### config.mk
export PLATFORM = sky130hd
export DESIGN_NAME = bist_ser_tx
export DESIGN_NICKNAME = d
export VERILOG_FILES = /design/src/rtl/bist_ser_tx.sv
export SDC_FILE = /design/constraint.sdc
export NUM_CORES = 1
export LEC_CHECK = 0
export CAP_MARGIN = 15
export CELL_PAD_IN_SITES_DETAIL_PLACEMENT = 2
export CELL_PAD_IN_SITES_GLOBAL_PLACEMENT = 2
export CORE_MARGIN = 5
export CORE_UTILIZATION = 31
export CTS_CLUSTER_SIZE = 20
export DETAILED_ROUTE_END_ITERATION = 7
export HOLD_SLACK_MARGIN = 0.12
export PLACE_DENSITY_LB_ADDON = 0.1
export SKIP_CTS_REPAIR_TIMING = 1
export SLEW_MARGIN = 20
export SYNTH_ARGS = -nofsm -noshare
export SYNTH_HDL_FRONTEND = slang
export SYNTH_SLANG_ARGS = --single-unit
### constraint.sdc
create_clock -name clk -period 2.1 [get_ports clk]
set_input_delay 0.42 -clock clk [delete_from_list [all_inputs] [get_ports clk]]
set_output_delay 0.42 -clock clk [all_outputs]
set_load 0.03 [all_outputs]
### src/rtl/bist_ser_tx.sv
// LSB-first parallel-load serializer with valid/ready/last.
// One frame per load; valid drops after the last bit is accepted.
module bist_ser_tx #(
  parameter int W = 80
) (
  input  logic         clk,
  input  logic         rst,
  input  logic         load_i,
  input  logic [W-1:0] data_i,
  input  logic         ready_i,
  output logic         data_o,
  output logic         valid_o,
  output logic         last_o,
  output logic         done_o
);

  localparam int CW = $clog2(W);

  logic [W-1:0]  sh_q, sh_d;
  logic [CW-1:0] cnt_q, cnt_d;
  logic          vld_q, vld_d;
  logic          hs, last;

  assign last = vld_q && (cnt_q == CW'(W-1));
  assign hs   = vld_q && ready_i;

  always_comb begin
    sh_d  = sh_q;
    cnt_d = cnt_q;
    vld_d = vld_q;
    if (load_i) begin
      sh_d  = data_i;
      cnt_d = '0;
      vld_d = 1'b1;
    end else if (hs) begin
      sh_d = sh_q >> 1;
      if (last) vld_d = 1'b0;
      else      cnt_d = cnt_q + 1'b1;
    end
  end

  always_ff @(posedge clk) begin
    if (rst) begin
      sh_q  <= '0;
      cnt_q <= '0;
      vld_q <= 1'b0;
    end else begin
      sh_q  <= sh_d;
      cnt_q <= cnt_d;
      vld_q <= vld_d;
    end
  end

  assign data_o  = sh_q[0];
  assign valid_o = vld_q;
  assign last_o  = last;
  assign done_o  = hs && last;

endmodule

**After elaboration in Yosys (flattened, before gate mapping)**

Index checks and enable logic that the tools add are counted.

- Add/subtract/negate cells: 1
- Equality and inequality tests: 1
- Muxes and demuxes: 5
- Bitwise gates (word level): 1
- Reduce and logical (&&, ||, !) cells: 8

Operator list:

| operator | count |
|---|---|
| 2-to-1 mux 80 bit | 2 |
| adder 7 x 1 -> 7 bit (second input constant) | 1 |
| == test 7 bit (second input constant) | 1 |
| AND reduction 2 bit | 2 |
| nonzero test 2 bit | 2 |
| logical AND 1 bit | 3 |
| 2-to-1 mux 1 bit | 3 |
| OR reduction 2 bit | 1 |
| NOT 1 bit | 1 |

- Flip-flop bits (word level): 88

**Depth between registers and ports, before layout**

Gate-level depths: netlist of run 1.

- Depth after elaboration: 5
- Depth in mapped cells: 5

**Worst setup path after synthesis of run 1**

Ideal clock, no wire load.

- Kind: reg-to-output
- Start point: register vld_q (netlist: valid_o)
- End point: output done_o
- Arrival time: 1671 ps
- Path slack: 9 ps
- Stages on the path, launching flop included: 5
- Buffers on the path: 2
- Path through: dfxtp_1 -> nand2_2 -> buf_8 -> buf_2 -> nor3_1

- Cells in the longest elaborated chain, start to end: 2
- Elaborated cells between the ends (all ways): 3

RTL lines:

| item | line | RTL |
|---|---|---|
| from (decl) | 21 | `logic vld_q, vld_d;` |
| from (signal assigned) | 50 | `vld_q <= vld_d;` |
| logical AND 1 bit, on equally long branches | 25, 24 |  |
| logical AND 1 bit * | 57 | `assign done_o = hs && last;` |
| to (decl) | 14 | `output logic done_o` |

Mark *: on every way between the ends. The rest lies on a longest branch, timed or not.

**Worst setup path in the final report of run 1**

- Start point: register cnt_q[0]
- End point: output done_o

- Cells in the longest elaborated chain, start to end: 3

RTL lines:

| item | line | RTL |
|---|---|---|
| from (decl) | 20 | `logic [CW-1:0] cnt_q, cnt_d;` |
| from (signal assigned) | 49 | `cnt_q <= cnt_d;` |
| == test 7 bit | 24 | `assign last = vld_q && (cnt_q == CW'(W-1));` |
| logical AND 1 bit | 24 |  |
| logical AND 1 bit | 57 |  |

Every way passes these cells.

==> results.md, run 1 <==
* Die area at 14740 um^2
* YS warnings at 0
* Mapped Cells at 490
* Std-Cell Rows at 40
* Area grow syn2layout at 34.98%
* Maxcap violations at 0
* Post-Syn Area at 3849 um^2
* DPL Wire Length at 7.836 mm
* Min-Delay Endpoint: cnt_q[5]$_SDFFE_PP0P_
* Worst IR Drop VDD at 291.9 uV
* Pwr Density at 753.7 nW/um^2
* Routed WL at 11.77 mm
* Layout cell share with drive strength beyond 1 at 0.07244
* Crit path depth at 5
* Initial drt markers at 172
* P_int at 2947 uW
* Synth Register Bits at 88
* CP startpoint kind: register
* GR Overflow Total at 0
* Crit path capture type: primary output
* Largest net degree at the start of global routing at 59
* Vias post-DR at 3718
* Chip width at 121.4 um
* Antenna violations before repair at 0
* Clock buffer depth at 2
* Core Box Area at 12110 um^2
* FF-to-FF path depth at 5
* First-pass GRT wire length at 20.08 mm
* Layout net count at 646
* CTS sink cnt at 88
* CP Launch Point: cnt_q[0]$_SDFFE_PP0P_
* Vias in the first global route at 4030
* GRT Overall Usage at 0.1671
* TritonCTS clock tree: yes
* Setup CP Type: reg2out
* Hold depth at 3
* CP required at 1680 ps
* CP dominant cell by count: buf_4
* # placed instances at 718
* Area leader, netlist: dfxtp_1
* Crit path time final at 1954 ps
* Worst-path fanout max at 8
* Root Driver: clkbuf_16
* Asr flop ratio synth at 0
* Synth top area share at 0.4577
* Final Skew at 2.662 ps
* DRC violation count after routing at 0
* Initial Util at 0.3178
* Leakage at 0.001856 uW
* Mean post-synth cell area at 7.854 um^2
* Non-filler cells, final at 734
* CP Data Arrival Time at 1530 ps
* Hold path startpoint: rst
* DR pass1 iterations at 4
* CP peak stage delay at 400 ps
* Number of fill cells in the layout at 1411
* Combinational power share at 0.134
* Mapped Nets at 575
* Number of synthesized flops with an enable pin at 0
* Reg-to-reg critical path endpoint: cnt_q[6]$_SDFFE_PP0P_
* Worst path cell trace: ha_4 > nand3_4 > buf_4 > nor3_1 > buf_4
* Sum Neg Setup Slack at 0 ps
* RR Startpoint: cnt_q[0]$_SDFFE_PP0P_
* RSZ-0062 raised after global routing: no
* CP Buf/Inv Count at 2
* Critical path's slowest cell: dfxtp_2
* Tcrit/Tclk final at 0.9304
* CP delay by family, top: flip-flops
* Die Ht at 121.4 um
* Fmax at 511.8 MHz
* Port Buffers at 87
* Worst reg2reg setup slack at 560 ps
* Final setup violation count at 0
* Sequential area share after synthesis at 0.4577
* Netlist cell types at 31
* Commonest non-fill, non-tap cells in the layout: 165 x nand2_1, 87 x dfxtp_1, 84 x clkdlybuf4s50_1
* Routed vias/inst at 5.065
* Final Hold Violating Endpoints at 0
* CTS Buf Count at 9
* Sequential share of power at 0.472
* Top-Level Pins at 88
* Sw Ratio at 0.2473
* Worst skew pair latency at 340 ps
* Status: finished clean
* CTS H-Tree Depth at 3
* Clock power share at 0.394
* Most used flip-flop cell after synthesis: dfxtp_1
* Clock Pin Slew Worst Setup and Hold Paths at 60 ps
* Relative slew slack at 0.5949
* Synth area leaders: dfxtp_1 46%, a311oi_1 18%, nand2_1 16%, nor2_1 7.9%, clkbuf_1 2.5%
* Worst-margin pin slew at 605.5 ps
* Hold crit path type: in2reg
* Psw at 968.4 uW
* Final ANT Viol Nets at 0
* Wire per inst at 16.03 um
* N_diodes at 0
* Max-slew violations at 0
* Final GP Congestion at 0.7450
* Commonest non-fill, non-tap cell in the layout: nand2_1
[registers in the layout (all words and copies together), names as in the netlist]
register  cells
cnt_q         7
sh_q         80
valid_o       1
[kinds of logic (layout without fill, tap and decap cells)]
family          Yosys count  in the layout  synth area share
fa+ha+maj                 1              1          0.003250
compound gates           91             91            0.2016
mux                       3              3          0.007803
flops                    88             88            0.4577
simple gates            260            260            0.2689
buf+inv                  47            123           0.06079
[per-layer routing]
layer  wire length (um)  up-vias  global-route usage
met5                  0        -                   0
met4                158        0             0.05182
met3                587       11             0.04569
met2               5528       65              0.2715
met1               5491     1786              0.2152
li1                   -     1856                   -
[per-stage QoR]
stage	hold WS [ps]	worst slack, ps	utilization	total power [uW]	cell area (um^2)
floorplan	447.4	8.903	-	2143	3849
global placement	464.0	188.8	0.4040	2392	4893
detailed placement	474.9	106.2	0.4040	2413	4893
CTS	420.3	-271.5	0.4276	3982	5179
global route	435.5	7.160	0.4289	4115	5195
finish	424.7	146.2	0.4289	3915	5195
[Yosys cell counts, types with 2 or more instances]
master / number
o31ai_1: 2
clkbuf_1: 26
inv_1: 2
o2111ai_1: 2
buf_4: 10
mux2i_1: 3
a21oi_1: 3
or4_1: 2
buf_2: 7
nor2_1: 81
nand2_1: 165
dfxtp_1: 88
a21boi_1: 2
a311oi_1: 79
and3b_1: 2
[worst max path at each step]
stage / to / slack (ps)
6_report: done_o / 150
5_1_grt: done_o / 7
4_1_cts: last_o / -270
3_5_place_dp: last_o / 110
3_3_place_gp: last_o / 190
2_1_floorplan: done_o / 9
[final cells by class]
class                      count  area, um^2  area share
multi-input combinational    355        1867      0.3593
sequential                    88        1763      0.3394
timing repair buffer         104        1056      0.2033
clock buffer                  13       270.3     0.05202
tap                          168       210.2     0.04046
clock inverter                 3       15.01    0.002890
inverter                       3       13.76    0.002649
[worst reg2reg max path, cell delays in order, from the launching register on]
cell and delay, ps:
dfxtp_2 400, ha_4 180, nand3_4 70, buf_4 170, or4_1 490, a21boi_1 150
[power groups by stage]
stage	logic (uW)	clock network, uW	registers [uW]
after floorplan	273	0	1870
after global placement	517	0	1870
after detailed placement	533	0	1880
after CTS	539	1600	1850
after global routing	588	1670	1860
final	526	1540	1850
Power figures use the tool's default switching activity.
==> run 2: changes to the inputs <==
--- a/config.mk
+++ b/config.mk
@@ -5,7 +5,6 @@
 export SDC_FILE = /design/constraint.sdc
 export NUM_CORES = 1
 export LEC_CHECK = 0
-export CAP_MARGIN = 15
 export CELL_PAD_IN_SITES_DETAIL_PLACEMENT = 2
 export CELL_PAD_IN_SITES_GLOBAL_PLACEMENT = 2
 export CORE_MARGIN = 5
==> results of run 2 <==
Same layout as run 1: the final DEF is identical, and so are final timing and power.
